## src/rtl/i2s_sample_fifo.sv

```systemverilog
// Stereo sample FIFO behind the I2S receiver: captures one L/R pair per frame on the ws falling edge.
// Optional I2S_SAMPLE_FIFO_DROP_FIRST_EN discards the first (possibly partial) frame after reset.
module i2s_sample_fifo #(
  parameter int unsigned WIDTH = 16,
  parameter int unsigned DEPTH = 8
) (
  input  logic                     mclk,
  input  logic                     rst,
  input  logic                     ws,
  input  logic [WIDTH-1:0]         rx_data_l,
  input  logic [WIDTH-1:0]         rx_data_r,
  output logic                     out_valid,
  input  logic                     out_ready,
  output logic [WIDTH-1:0]         out_data_l,
  output logic [WIDTH-1:0]         out_data_r,
  output logic [$clog2(DEPTH):0]   count,
  output logic                     overflow,
  input  logic                     clear_ovf
);

  localparam int unsigned AW = $clog2(DEPTH);
  localparam int unsigned PW = AW + 1;
  localparam int unsigned EW = 2 * WIDTH;

  logic          ws_d1_q, ws_d1_d;
  logic          ws_d2_q, ws_d2_d;
  logic [PW-1:0] wr_ptr_q, wr_ptr_d;
  logic [PW-1:0] rd_ptr_q, rd_ptr_d;
  logic          overflow_q, overflow_d;
  logic [EW-1:0] mem [DEPTH];

  logic          frame_done_c;
  logic          push_req_c;
  logic          push_ok_c;
  logic          push_drop_c;
  logic          pop_c;
  logic          empty_c;
  logic          full_c;
  logic [EW-1:0] head_c;

`ifdef I2S_SAMPLE_FIFO_DROP_FIRST_EN
  logic          primed_q, primed_d;
`endif

  // Frame detection, flow control and pointer/flag next-state.
  always_comb begin
    ws_d1_d      = ws;
    ws_d2_d      = ws_d1_q;
    frame_done_c = ws_d2_q & ~ws_d1_q;

    empty_c   = (wr_ptr_q == rd_ptr_q);
    full_c    = (wr_ptr_q[AW-1:0] == rd_ptr_q[AW-1:0]) && (wr_ptr_q[AW] != rd_ptr_q[AW]);
    out_valid = ~empty_c;
    pop_c     = out_valid & out_ready;

`ifdef I2S_SAMPLE_FIFO_DROP_FIRST_EN
    primed_d   = primed_q | frame_done_c;
    push_req_c = frame_done_c & primed_q;
`else
    push_req_c = frame_done_c;
`endif
    push_ok_c   = push_req_c & (~full_c | pop_c);
    push_drop_c = push_req_c & ~push_ok_c;

    wr_ptr_d = push_ok_c ? wr_ptr_q + PW'(1) : wr_ptr_q;
    rd_ptr_d = pop_c     ? rd_ptr_q + PW'(1) : rd_ptr_q;

    // A drop in the same cycle as a clear keeps the flag set.
    if (push_drop_c) begin
      overflow_d = 1'b1;
    end else if (clear_ovf) begin
      overflow_d = 1'b0;
    end else begin
      overflow_d = overflow_q;
    end

    head_c     = mem[rd_ptr_q[AW-1:0]];
    out_data_l = out_valid ? head_c[EW-1:WIDTH] : '0;
    out_data_r = out_valid ? head_c[WIDTH-1:0]  : '0;
    count      = wr_ptr_q - rd_ptr_q;
    overflow   = overflow_q;
  end

  always_ff @(posedge mclk or negedge rst) begin
    if (!rst) begin
      ws_d1_q    <= 1'b0;
      ws_d2_q    <= 1'b0;
      wr_ptr_q   <= '0;
      rd_ptr_q   <= '0;
      overflow_q <= 1'b0;
    end else begin
      ws_d1_q    <= ws_d1_d;
      ws_d2_q    <= ws_d2_d;
      wr_ptr_q   <= wr_ptr_d;
      rd_ptr_q   <= rd_ptr_d;
      overflow_q <= overflow_d;
    end
  end

`ifdef I2S_SAMPLE_FIFO_DROP_FIRST_EN
  always_ff @(posedge mclk or negedge rst) begin
    if (!rst) begin
      primed_q <= 1'b0;
    end else begin
      primed_q <= primed_d;
    end
  end
`endif

  // Sample storage is intentionally left unreset.
  always_ff @(posedge mclk) begin
    if (push_ok_c) begin
      mem[wr_ptr_q[AW-1:0]] <= {rx_data_l, rx_data_r};
    end
  end

endmodule

```

## config.mk

```make
export PLATFORM = sky130hd
export DESIGN_NAME = i2s_sample_fifo
export DESIGN_NICKNAME = d
export VERILOG_FILES = /design/src/rtl/i2s_sample_fifo.sv
export SDC_FILE = /design/constraint.sdc
export NUM_CORES = 1
export LEC_CHECK = 0
export ABC_CLOCK_PERIOD_IN_PS = 5200
export CAP_MARGIN = 20
export CORE_MARGIN = 1.5
export CORE_UTILIZATION = 35
export CTS_CLUSTER_SIZE = 20
export DETAILED_ROUTE_END_ITERATION = 8
export GPL_TIMING_DRIVEN = 0
export PLACE_DENSITY = 0.59
export SYNTH_ARGS = -nofsm -noshare
export SYNTH_HDL_FRONTEND = slang
export SYNTH_SLANG_ARGS = --single-unit
```

## constraint.sdc

```tcl
create_clock -name mclk -period 5.2 [get_ports mclk]
set_input_delay 1.04 -clock mclk [delete_from_list [all_inputs] [get_ports mclk]]
set_output_delay 1.04 -clock mclk [all_outputs]
set_load 0.02 [all_outputs]
```

==> results by group, run 1 <==
Clock tree
  – Clock sinks: 267
  – Clock buffer depth: 3
  – Clock Pin Slew Worst Setup and Hold Paths: 0.06 ns
  – Setup Fix Bufs, Post-CTS: 0
  – Hold Buf Count CTS: 0
  – Root cell of the clock tree: clkbuf_16
  – Skew-Pair Late Insertion Delay: 0.53 ns
  – H-tree depth: 1
  – CTS Buf Count: 28
  – CTS tree: done
  – CTS resizes: 0

Global routing
  – Initial antenna violation count: 3
  – First-pass GRT wire length: 35.36 mm
  – GRT Util Overall: 14.97%
  – Pin count of the biggest net entering global routing: 33
  – Global route total overflow: 0
  – Via count of the first global-routing pass: 5,955

Power and ir drop
  – Worst vdd ir: 0.3036 mV
  – PD cells: just over 600 nW/um^2
  – Leakage: 0.004789 uW

Routing
  – Mean number of vias per cell: between 4 and 5
  – DR DRC count: 0
  – ANT nets after route: 0
  – Pre-antenna DRT Iters: 5
  – Final WL: 23.28 mm
  – Vias: approximately 5,500
  – Detailed Route Iter0 Violations: 393
  – Wirelength per Cell: roughly 21 microns

Cells and area
  – Layout area overhead: 23.44%
  – Commonest cells after routing, fill and taps aside: edfxtp_1 (256), mux2i_1 (128), clkdlybuf4s50_1 (74), nand2_1 (39), a22oi_1 (33)
  – Fin nets: about 750
  – Number of filler cells placed in the layout: around 2,600
  – Most common cell after layout, fill and taps aside: edfxtp_1
  – Layout cells sized above 1: 18.84%

Synthesis
  – Syn Nets: 624
  – YS warnings: 0
  – Sequential-to-total area share from yosys stat: 74.40%
  – Netlist cell types: 31
  – Post-synthesis cell count: ~580
  – Syn Area/Cell: 18.42 sq um
  – EDFF count, synth: 256
  – Ys flop type: edfxtp_1
  – Post-synthesis instance area: 10,700 sq um
  – Yosys reg bits: approximately 270
  – Fraction of registers with async set/reset: ~4.1%

STA
  – Slew headroom: 35.98%
  – RSZ-0062 raised after global routing: false
  – Fmax: 232.6 MHz
  – Setup tns final: 0 ns
  – Final hold violations: 0
  – Worst hold slack: 0.3783 ns
  – Worst-margin pin slew: 0.9552 ns
  – Skew final: about 0.015 ns
  – Fin. max-slew vios: 0
  – Crit path time final: roughly 4.3 ns
  – Final setup vio count: 0
  – Part of the cycle the worst path needs: 82.66%
  – Worst setup margin: 0.9015 ns

Worst setup path
  – Crit Reg-Reg Endpoint: mem[0][5]
  – CP endpoint kind: output port
  – Worst EP required: between 4 and 5 ns
  – Startpoint type of the worst setup path: flop
  – CP arrival: between 3 and 4 ns
  – Setup slack, reg-to-reg: approximately 2.0 ns
  – Worst-path maximum fanout: 10
  – Reg-to-reg critical path startpoint: wr_ptr_q[0]
  – R2R depth: 9
  – Critical path type: flop to output port

Placement
  – GPL Wtd Cong: 0.7501
  – PortBufs: 74
  – Detailed placement HPWL: 15.58 mm
  – Place WS: 1.428 ns

Die
  – Die width: 177.9 microns
  – Total core area: 29,870 sq um
  – Starting Density: ~36%
  – Rows: 63
  – DIE HEIGHT: about 180 microns
  – Area of the die: 31,640 sq um
  – Number of I/O pins: 75

Worst hold path
  – Worst Hold Depth: 0
  – HP Class: flop to flop
  – Hold path startpoint: ws_d1_q
  – Worst hold endpoint: ws_d2_q

Outcome
  – Status: complete, no violations

Run
  – Max-cap violations: 0
==> final cells by class <==
cell class	instances	area (sq um)	share of cell area (%)
plain buffers	33	224.0	1.695
multi-input cells	271	2520	19.07
diodes	3	7.507	0.05682
clock inverters	17	230.2	1.743
flip-flops and latches	267	7963	60.27
clock buffers	34	743.2	5.626
repair buffers	95	998.5	7.558
well taps	390	488.0	3.694
inverters	10	37.54	0.2841
==> synthesized netlist by cell type, drive strengths merged (4+ instances only) <==
cell type	number	area share [%]
nor2	4	0.14
dfrtp	11	2.6
buf	28	1.9
mux2i	128	12
a22oi	33	2.3
nand2	39	1.4
inv	10	0.35
a221oi	31	4.3
nor3	4	0.19
clkbuf	5	0.18
ha	5	0.58
edfxtp	256	72
xnor2	9	0.81
==> state kept, by name (all words and copies together), names as in the netlist <==
name and cells:
mem 256, rd_ptr_q 4, wr_ptr_q 4, overflow 1, ws_d1_q 1, ws_d2_q 1
==> power by group <==
group / switching [uW] / total, uW / leakage, uW / internal [uW]
Sequential: 80.2 / 2630 / 0.00244 / 2550
Combinational: 1960 / 3460 / 0.00187 / 1500
Clock: 792 / 2060 / 0.000471 / 1270
==> metrics by stage <==
stage	area (sq um)	std cells	util, %	power, uW
3_3_place_gp	11930	1045	39.94	6101
3_5_place_dp	12230	1066	40.94	6195
5_1_grt	13200	1117	44.20	8545
6_report	13210	1120	44.22	8153
2_1_floorplan	10700	581	-	4804
4_1_cts	13200	1117	44.20	8261
==> per-layer routing <==
metal / routed length [microns] / track usage (%) / vias to the layer above / part of all wire (%)
li1: - / - / 2574 / -
met1: 10040 / 19.24 / 2794 / 43
met2: 11700 / 25.75 / 115 / 50
met3: 1245 / 3.320 / 23 / 5.3
met4: 290 / 3.396 / 0 / 1.2
met5: 0 / 0 / - / 0
==> worst max path at each step <==
stage                      from             to  cells after the start
floorplan             out_ready      mem[0][0]                      3
global placement      out_ready      mem[0][2]                      4
detailed placement    out_ready      mem[0][3]                      7
CTS                 wr_ptr_q[0]  out_data_r[4]                      7
global route        wr_ptr_q[0]  out_data_r[4]                      7
finish              wr_ptr_q[0]  out_data_r[4]                      7
==> critical path: stages (launching register included) <==
cell,delay [ns]
dfrtp_1,0.50
inv_1,0.14
ha_1,0.38
nand4_2,0.24
buf_2,0.31
nand2_1,0.11
a221oi_2,0.35
clkdlybuf4s50_1,0.70
==> logic make-up after synthesis <==
logic type | count (synthesis) | share of synthesized area [%]
compound gates | 69 | 7.084
xor+xnor | 9 | 0.8067
fa+ha+maj | 6 | 0.7716
buf+inv | 43 | 2.443
flops | 267 | 74.40
mux | 129 | 12.08
simple gates | 58 | 2.420
Note: power is estimated with default switching activity, not from simulation.
==> run 2, diff against run 1 <==
--- a/config.mk
+++ b/config.mk
@@ -5,14 +5,14 @@
 export SDC_FILE = /design/constraint.sdc
 export NUM_CORES = 1
 export LEC_CHECK = 0
-export ABC_CLOCK_PERIOD_IN_PS = 5200
+export ABC_CLOCK_PERIOD_IN_PS = 3800
 export CAP_MARGIN = 20
 export CORE_MARGIN = 1.5
 export CORE_UTILIZATION = 35
 export CTS_CLUSTER_SIZE = 20
 export DETAILED_ROUTE_END_ITERATION = 8
 export GPL_TIMING_DRIVEN = 0
-export PLACE_DENSITY = 0.59
+export PLACE_DENSITY = 0.61
 export SYNTH_ARGS = -nofsm -noshare
 export SYNTH_HDL_FRONTEND = slang
 export SYNTH_SLANG_ARGS = --single-unit
==> constraint.sdc (replaced) <==
create_clock -name mclk -period 3.8 [get_ports mclk]
set_input_delay 0.76 -clock mclk [delete_from_list [all_inputs] [get_ports mclk]]
set_output_delay 0.76 -clock mclk [all_outputs]
set_load 0.02 [all_outputs]
==> run 2 against run 1 <==
  * Flip-flop and latch count did not move
  * Clock power rose by 17%
  * Sequential share of layout area rose by 0.52 points
  * Combinational power rose by 36%
  * Wire length fell by 1.3%
  * Count of clock-buffer cells in the layout fell by 4
  * Critical path depth did not move
  * Clock skew fell by 0.0039 ns
==> results by group, run 2 (synthesized netlist as in run 1, its figures left out) <==
Routing
  – Wirelength per Cell: 20.67 microns (-0.54%)
  – Vias: 5,596 (+1.6%)
  – Pre-antenna DRT Iters: 4 (-1)
  – ANT nets after route: 0 (unchanged)
  – DR DRC count: 0 (unchanged)
  – Final WL: 22.98 mm (-1.3%)
  – Detailed Route Iter0 Violations: 320 (-19%)
  – Mean number of vias per cell: 5.032 (+2.4%)

Placement
  – Dpl cells: 1,064 (-0.19%)
  – Detailed placement HPWL: 15.32 mm (-1.7%)
  – PortBufs: 74 (unchanged)
  – GPL Wtd Cong: 0.7559 (+0.77%)
  – Post-DP Area: 12,240 sq um (about the same)

Power and ir drop
  – Switching Fraction: 35.78% (+1.1 points)
  – PD cells: 820.5 nW/um^2 (+33%)
  – Reg power frac: 33.6% (+1.3 points)
  – Total power: 10,750 uW (+32%)
  – Comb pwr share: 43.9% (+1.4 points)
  – Leakage: 0.004861 uW (+1.5%)
  – Internal power consumption: 6903 uW (+30%)
  – Switching power total: 3845 uW (+36%)
  – Worst vdd ir: 0.3595 mV (+18%)
  – Share of total power in the clock network: 22.5% (-2.8 points)

Cells and area
  – Fin nets: 745 (-0.53%)
  – Layout cells sized above 1: 18.45% (-0.40 points)
  – Finished Cell Area: 13,100 sq um (-0.84%)
  – Most common cell after layout, fill and taps aside: edfxtp_1
  – Final Instance Count excl. Fillers: 1,112 (-0.71%)
  – Commonest cells after routing, fill and taps aside: edfxtp_1 (256), mux2i_1 (128), clkdlybuf4s50_1 (56), nand2_1 (39), a22oi_1 (33)
  – Layout area overhead: 22.40%
  – Max reg flops: 256 (unchanged)

Die
  – Number of I/O pins: 75 (unchanged)
  – Die width: 177.9 microns (unchanged)
  – DIE HEIGHT: 177.9 microns (unchanged)
  – Area of the die: 31,640 sq um (unchanged)
  – Rows: 63 (unchanged)
  – Starting Density: 35.83% (unchanged)
  – Total core area: 29,870 sq um (unchanged)

STA
  – Crit path time final: 3.687 ns
  – Fmax: 271.2 MHz
  – Worst-margin pin slew: 1.109 ns (+0.1535 ns)
  – Fin. max-slew vios: 0 (unchanged)
  – Slew headroom: 25.69% (-10 points)
  – Final hold violations: 0 (unchanged)
  – Final setup vio count: 0 (unchanged)
  – Setup tns final: 0 ns (unchanged)
  – Part of the cycle the worst path needs: a little over nine tenths
  – RSZ-0062 raised after global routing: false
  – Skew final: 0.01129 ns (-0.003908 ns)

Clock tree
  – Root cell of the clock tree: clkbuf_16
  – CTS Buf Count: 26 (-7.1%)
  – Clock Pin Slew Worst Setup and Hold Paths: 0.06 ns (about the same)
  – Clock buffer depth: 3 (unchanged)
  – Setup Fix Bufs, Post-CTS: 0 (unchanged)
  – H-tree depth: 1 (unchanged)
  – Skew-Pair Late Insertion Delay: 0.53 ns (about the same)
  – CTS tree: done
  – Clock sinks: 267 (unchanged)

Global routing
  – GRT Util Overall: 14.81% (-0.16 points)
  – Via count of the first global-routing pass: 5,987 (+0.54%)
  – First-pass GRT wire length: 34.83 mm (-1.5%)
  – Pin count of the biggest net entering global routing: 33 (unchanged)
  – Initial antenna violation count: 1 (-2)
  – Global route total overflow: 0 (unchanged)

Worst setup path
  – Worst EP required: 3.04 ns (-1.12 ns)
  – Critical path type: flop to output port
  – Family with the most delay on the worst path: buffers and inverters
  – Crit-path max cell delay: 0.65 ns (-0.05 ns)
  – CP Buf/Inv Count: 3 (unchanged)
  – CP endpoint kind: output port
  – Slowest CP cell: clkdlybuf4s50_1
  – CP arrival: 2.93 ns (-0.33 ns)
  – Worst path cell trace: inv_1 -> ha_1 -> nand4_2 -> buf_4 -> nand2_1 -> a221oi_2 -> clkdlybuf4s50_1
  – Startpoint type of the worst setup path: flop
  – Worst-path maximum fanout: 10 (unchanged)

Outcome
  – Status: complete, no violations

Run
  – Max-cap violations: 0 (unchanged)

Worst hold path
  – HP Class: flop to flop
[run 2: changes by cell type in the layout (fill, tap and decap cells not counted), moves of 3 or more]
cell / delta
buf_4: -3
bufinv_16: -3
buf_2: -3
clkdlybuf4s50_1: -18
dlymetal6s2s_1: +16
buf_6: +5
clkinv_2: +4
[run 2: power by group through the flow]
stage	registers (uW)	logic (uW)	clock network, uW
2_1_floorplan	3650	2930	0
6_report	3610	4710	2420
3_5_place_dp	3670	4820	0
3_3_place_gp	3680	4690	0
4_1_cts	3610	4840	2480
5_1_grt	3630	5050	2570
[run 2: routing by layer]
metal	track usage (%)	up-vias	part of all wire [%]	wire, microns
met4	4.692	0	2.2	498
met2	25.86	134	50	11600
met5	0	-	0	0
met1	18.49	2862	42	9629
met3	2.806	37	5.4	1251
li1	-	2563	-	-
[run 2: layout make-up]
cell class	count	area (sq um)
clock inverter	17	147.6
clock buffer	30	665.6
tap	390	488.0
buffer	33	234.0
fill	2533	16770
sequential	267	7964
timing repair buffer	93	1032
multi-input combinational	271	2529
inverter	10	37.54
antenna	1	2.502
[run 2: final timing paths]
path | slack (ns) | depth (start not counted) | to | start
worst max-delay path | 0.11 | 7 | out_data_r[3] | wr_ptr_q[0]
worst min-delay path | 0.38 | 0 | ws_d2_q | ws_d1_q
worst max register to register | 0.62 | 8 | mem[2][4] | wr_ptr_q[0]
worst min register to register | 0.38 | 0 | ws_d2_q | ws_d1_q
max in group asynchronous | 2.86 | 1 | wr_ptr_q[0] | rst
min in group asynchronous | 0.57 | 1 | ws_d2_q | rst
[run 2: metrics by stage]
stage	hold slack (ns)	utilization [%]	setup slack [ns]
final	0.3764	43.85	0.1132
after global routing	0.3936	43.84	0.01014
after CTS	0.3781	43.70	0.02548
after detailed placement	0.3641	40.96	0.3189
after global placement	0.3669	39.96	-3.115
after floorplan	0.3537	-	-0.1918
[run 2: repair_timing]
action,CTS,global route
cloned,0,0
setup endpoints to repair,28,20
hold buffers,0,0
gates resized for setup,6,22
